$ cat src/rtl/imem_boot_loader.sv
// Boot loader: receives a framed little-endian byte stream and writes 32-bit words
// into instruction memory, then releases the core PC once the checksum verifies.
module imem_boot_loader #(
   parameter int unsigned ADDR_W = 8
) (
   input  logic              CLK,
   input  logic              rst_n,
   input  logic              restart,
   input  logic              rx_valid,
   input  logic [7:0]        rx_data,
   output logic              rx_ready,
   output logic              imem_we,
   output logic [ADDR_W-1:0] imem_addr,
   output logic [31:0]       imem_wdata,
   output logic              EN_PC,
   output logic              load_done,
   output logic              load_err
);

   localparam int unsigned CW    = ADDR_W + 1;
   localparam int unsigned DEPTH = 32'(1) << ADDR_W;

   localparam logic [2:0] S_IDLE   = 3'd0;
   localparam logic [2:0] S_HDR_LO = 3'd1;
   localparam logic [2:0] S_HDR_HI = 3'd2;
   localparam logic [2:0] S_DATA   = 3'd3;
   localparam logic [2:0] S_CSUM   = 3'd4;
   localparam logic [2:0] S_DONE   = 3'd5;
   localparam logic [2:0] S_ERR    = 3'd6;

   logic [2:0]        state_q, state_d;
   logic [7:0]        n_lo_q, n_lo_d;
   logic [CW-1:0]     n_q, n_d;
   logic [CW-1:0]     word_cnt_q, word_cnt_d;
   logic [1:0]        byte_cnt_q, byte_cnt_d;
   logic [23:0]       asm_q, asm_d;
   logic [7:0]        csum_q, csum_d;
   logic              we_q, we_d;
   logic [ADDR_W-1:0] addr_q, addr_d;
   logic [31:0]       wdata_q, wdata_d;
   logic              en_pc_q, en_pc_d;
   logic              done_q, done_d;
   logic              err_q, err_d;

   logic              accept;
   logic [15:0]       n_full;
   logic [CW-1:0]     cnt_inc;

   // rx_ready is a pure decode of the state so that no byte is taken outside the frame phases
   always_comb begin
      rx_ready = 1'b0;
      case (state_q)
         S_HDR_LO, S_HDR_HI, S_DATA, S_CSUM: rx_ready = 1'b1;
         default:                            rx_ready = 1'b0;
      endcase
   end

   assign accept  = rx_valid && rx_ready;
   assign n_full  = {rx_data, n_lo_q};
   assign cnt_inc = word_cnt_q + CW'(1);

   always_comb begin
      state_d    = state_q;
      n_lo_d     = n_lo_q;
      n_d        = n_q;
      word_cnt_d = word_cnt_q;
      byte_cnt_d = byte_cnt_q;
      asm_d      = asm_q;
      csum_d     = csum_q;
      we_d       = 1'b0;
      addr_d     = addr_q;
      wdata_d    = wdata_q;
      en_pc_d    = en_pc_q;
      done_d     = done_q;
      err_d      = err_q;

      // restart outranks any accept, including a 4th byte in the same cycle
      if (restart) begin
         state_d    = S_IDLE;
         n_lo_d     = 8'd0;
         n_d        = '0;
         word_cnt_d = '0;
         byte_cnt_d = 2'd0;
         asm_d      = 24'd0;
         csum_d     = 8'd0;
         en_pc_d    = 1'b0;
         done_d     = 1'b0;
         err_d      = 1'b0;
      end else begin
         case (state_q)
            S_IDLE: state_d = S_HDR_LO;
            S_HDR_LO: begin
               if (accept) begin
                  n_lo_d  = rx_data;
                  state_d = S_HDR_HI;
               end
            end
            S_HDR_HI: begin
               if (accept) begin
                  n_d = CW'(n_full);
                  if (32'(n_full) > DEPTH) begin
                     state_d = S_ERR;
                     err_d   = 1'b1;
                  end else if (n_full == 16'd0) begin
                     state_d = S_CSUM;
                  end else begin
                     state_d = S_DATA;
                  end
               end
            end
            S_DATA: begin
               if (accept) begin
                  csum_d     = csum_q ^ rx_data;
                  byte_cnt_d = byte_cnt_q + 2'd1;
                  asm_d      = {rx_data, asm_q[23:8]};
                  if (byte_cnt_q == 2'd3) begin
                     we_d       = 1'b1;
                     addr_d     = word_cnt_q[ADDR_W-1:0];
                     wdata_d    = {rx_data, asm_q};
                     word_cnt_d = cnt_inc;
                     if (cnt_inc == n_q) state_d = S_CSUM;
                  end
               end
            end
            S_CSUM: begin
               if (accept) begin
                  if (rx_data == csum_q) begin
                     state_d = S_DONE;
                     en_pc_d = 1'b1;
                     done_d  = 1'b1;
                  end else begin
                     state_d = S_ERR;
                     err_d   = 1'b1;
                  end
               end
            end
            S_DONE, S_ERR: state_d = state_q;
            default:       state_d = S_IDLE;
         endcase
      end
   end

   always_ff @(posedge CLK or negedge rst_n) begin
      if (!rst_n) begin
         state_q    <= S_IDLE;
         n_lo_q     <= 8'd0;
         n_q        <= '0;
         word_cnt_q <= '0;
         byte_cnt_q <= 2'd0;
         asm_q      <= 24'd0;
         csum_q     <= 8'd0;
         we_q       <= 1'b0;
         addr_q     <= '0;
         wdata_q    <= 32'd0;
         en_pc_q    <= 1'b0;
         done_q     <= 1'b0;
         err_q      <= 1'b0;
      end else begin
         state_q    <= state_d;
         n_lo_q     <= n_lo_d;
         n_q        <= n_d;
         word_cnt_q <= word_cnt_d;
         byte_cnt_q <= byte_cnt_d;
         asm_q      <= asm_d;
         csum_q     <= csum_d;
         we_q       <= we_d;
         addr_q     <= addr_d;
         wdata_q    <= wdata_d;
         en_pc_q    <= en_pc_d;
         done_q     <= done_d;
         err_q      <= err_d;
      end
   end

   assign imem_we    = we_q;
   assign imem_addr  = addr_q;
   assign imem_wdata = wdata_q;
   assign EN_PC      = en_pc_q;
   assign load_done  = done_q;
   assign load_err   = err_q;

endmodule
$ cat config.mk
export PLATFORM = sky130hd
export DESIGN_NAME = imem_boot_loader
export DESIGN_NICKNAME = d
export VERILOG_FILES = /design/src/rtl/imem_boot_loader.sv
export SDC_FILE = /design/constraint.sdc
export NUM_CORES = 1
export LEC_CHECK = 0
export CAP_MARGIN = 20
export CORE_MARGIN = 1
export CORE_UTILIZATION = 25
export DETAILED_ROUTE_END_ITERATION = 10
export SLEW_MARGIN = 15
export SYNTH_ARGS = -nofsm -noshare
export SYNTH_HDL_FRONTEND = slang
export SYNTH_SLANG_ARGS = --single-unit
$ cat constraint.sdc
create_clock -name CLK -period 2.9 [get_ports CLK]
set_input_delay 0.58 -clock CLK [delete_from_list [all_inputs] [get_ports CLK]]
set_output_delay 0.58 -clock CLK [all_outputs]
set_load 0.02 [all_outputs]
==> flow_metrics.env <==
export IMPL_relSlewSlack=0.506
export IMPL_drv_slew=0
export IMPL_initial_core_util=0.259
export IMPL_cp_end_kind="flip-flop"
export IMPL_gp_congestion=0.800
export IMPL_dr_pass1_iters=4
export IMPL_swShare=0.279
export IMPL_crit_fanout=8
export IMPL_yosysSeqAreaShare=0.562
export IMPL_cp_arrival_ps=2920
export IMPL_hp_class="input pin to async pin"
export IMPL_whs_ps=286
export IMPL_dieArea_um2=19400
export IMPL_core_area_um2=18200
export IMPL_cts_hold_buffers_added=0
export IMPL_wl_per_cell_um=14.5
export IMPL_seq_power_share=0.507
export IMPL_pwr_share_comb=0.139
export IMPL_dp_hpwl_um=7490
export IMPL_cts_buffers=9
export IMPL_setup_violations=0
export IMPL_synth_area_leaders="dfrtp_1 (56%), mux2_2 (8.1%), nand2_1 (7.5%)"
export IMPL_ant_nets=0
export IMPL_h_tree_depth=3
export IMPL_viasPerCell=4.67
export IMPL_p_sw_mw=0.890
export IMPL_die_h_um=139
export IMPL_synth_edf_count=0
export IMPL_max_freq_mhz=375
export IMPL_min_period_ps=2670
export IMPL_clock_latency_ps=350
export IMPL_n_fill_cell=1824
export IMPL_vias=3409
export IMPL_netlist_area_um2=4720
export IMPL_cts_sinks=106
export IMPL_ys_warnings_count=0
export IMPL_drive_above_1_share=0.124
export IMPL_ir_worst_vdd_mv=0.317
export IMPL_async_flop_share=1.00
export IMPL_routed_wl_um=10600
export IMPL_grt_pass1_vias=3543
export IMPL_place_area_um2=5520
export IMPL_final_area_um2=5800
export IMPL_p_total_mw=3.19
export IMPL_numPortBuffers=56
export IMPL_min_period_over_period=0.920
export IMPL_synth_top_area_frac=0.562
export IMPL_p_per_area_nw_per_um2=551
export IMPL_num_rows=49
export IMPL_synth_nets=464
export IMPL_critPathRequiredTime_ps=3160
export IMPL_rsz0062_at_grt="no"
export IMPL_die_w_um=139
export IMPL_startpoint_type="flip-flop"
export IMPL_hold_viol_final=0
export IMPL_cts_buffer_depth=2
export IMPL_cts_resized=0
export IMPL_synth_cells=450
export IMPL_final_nets=510
export IMPL_grt_ovfl_total=0
export IMPL_final_common_cell="dfrtp_1"
export IMPL_cts_tree="yes"
export IMPL_pwr_share_clk=0.354
export IMPL_status="finished, final reports clean"
export IMPL_n_antenna_cell=0
export IMPL_setup_tns_ps=0
export IMPL_cap_violations=0
export IMPL_synthToLayoutAreaGrowth_pct=22.7
export IMPL_synth_avg_cell_area_um2=10.5
export IMPL_p_int_mw=2.30
export IMPL_grt_usage=0.117
export IMPL_p_leak_nw=2.45
export IMPL_mostFrequentLayoutCells="dfrtp_1 (106), nand2_1 (94), clkdlybuf4s50_1 (54)"
export IMPL_crit_type="flip-flop to flip-flop"
export IMPL_fin_skew_ps=9.99
export IMPL_post_cts_buffers=0
export IMPL_dr_first_iter_drc_count=207
export IMPL_clkTransAtPathRegs_ps=70
export IMPL_synth_seq_cells=106
export IMPL_drc_errors=0
export IMPL_antenna_found_initial=0
export IMPL_root_buffer="clkbuf_16"
export IMPL_grt_pass1_wl_um=18100
export IMPL_tightest_slew_ps=742
export IMPL_yosysTopAreaCell="dfrtp_1"
export IMPL_grt_max_degree=58
export IMPL_ios=57
export IMPL_ys_flop_type="dfrtp_1"
export IMPL_synth_cell_types=46
[area by class of cell]
type,count,area [um2],area share
clock inverters,5,41.3,0.00712
flip-flops and latches,106,2650,0.458
multi-input cells,311,1930,0.333
repair buffers,64,638,0.110
inverters,4,15.0,0.00259
clock buffers,11,233,0.0402
well taps,229,287,0.0494
[cells in the mapped netlist (3+ instances only)]
| cell type | count |
|---|---|
| o21ai_0 | 7 |
| dfrtp_1 | 106 |
| buf_2 | 7 |
| mux2_1 | 6 |
| nor2_1 | 24 |
| nor2b_1 | 3 |
| clkbuf_1 | 18 |
| nor3_1 | 6 |
| inv_1 | 3 |
| nand3_1 | 10 |
| nand3b_1 | 3 |
| or3_1 | 4 |
| a21oi_1 | 48 |
| nand2_1 | 94 |
| xor2_1 | 18 |
| xnor2_1 | 17 |
| mux2_2 | 34 |
| nand4_1 | 5 |
| nor4_1 | 4 |
[routing by layer]
layer	vias to the layer above	wire length, um	track usage
met5	-	0	0
met4	0	194	0.0480
met3	16	510	0.0299
met2	91	4950	0.184
met1	1676	4930	0.152
li1	1626	-	-
[logic make-up (layout without fill, tap and decap cells)]
family	Yosys count	after routing	synth area share
xor+xnor	35	35	0.0649
buf+inv	33	84	0.0313
fa+ha+maj	2	2	0.00530
flops	106	106	0.562
mux	41	41	0.0975
compound gates	71	71	0.0869
simple gates	162	162	0.152
[worst max-delay path, stage by stage, from the launching register on]
cell and delay [ps]:
dfrtp_1 550, ha_1 370, nand2_1 160, or3_1 420, o21ai_0 300, or4b_4 520, a311oi_2 250
[final timing paths]
check / startpoint / endpoint / slack, ps / cells after the start
min: rst_n / imem_addr[3] / 290 / 1
max in group asynchronous: rst_n / csum_q[3] / 1940 / 2
max reg2reg: word_cnt_q[0] / state_q[2] / 230 / 6
max: word_cnt_q[0] / state_q[2] / 230 / 6
min reg2reg: imem_wdata[0] / imem_wdata[0] / 490 / 1
min in group CLK: imem_wdata[0] / imem_wdata[0] / 490 / 1
[sequential cells by signal, summed over array words and instances (netlist names)]
name	count
byte_cnt_q	2
csum_q	8
n_lo_q	8
load_err	1
asm_q	24
state_q	3
n_q	9
imem_we	1
imem_addr	8
imem_wdata	32
load_done	1
word_cnt_q	9
[stage by stage]
| step | utilization | std cells | setup slack [ps] |
|---|---|---|---|
| after CTS | 0.318 | 730 | 297 |
| after detailed placement | 0.303 | 714 | 304 |
| after global routing | 0.318 | 730 | 80.2 |
| final | 0.318 | 730 | 233 |
| after global placement | 0.303 | 714 | 349 |
| after floorplan | - | 450 | 771 |
[power by group through the flow]
stage          Clock (mW)  Sequential, mW  Combinational, mW
2_1_floorplan           0            1.60              0.321
3_3_place_gp            0            1.64              0.439
3_5_place_dp            0            1.65              0.447
4_1_cts              1.17            1.62              0.449
5_1_grt              1.23            1.63              0.498
6_report             1.13            1.62              0.442
No activity file was read; power rests on OpenSTA's default activity.
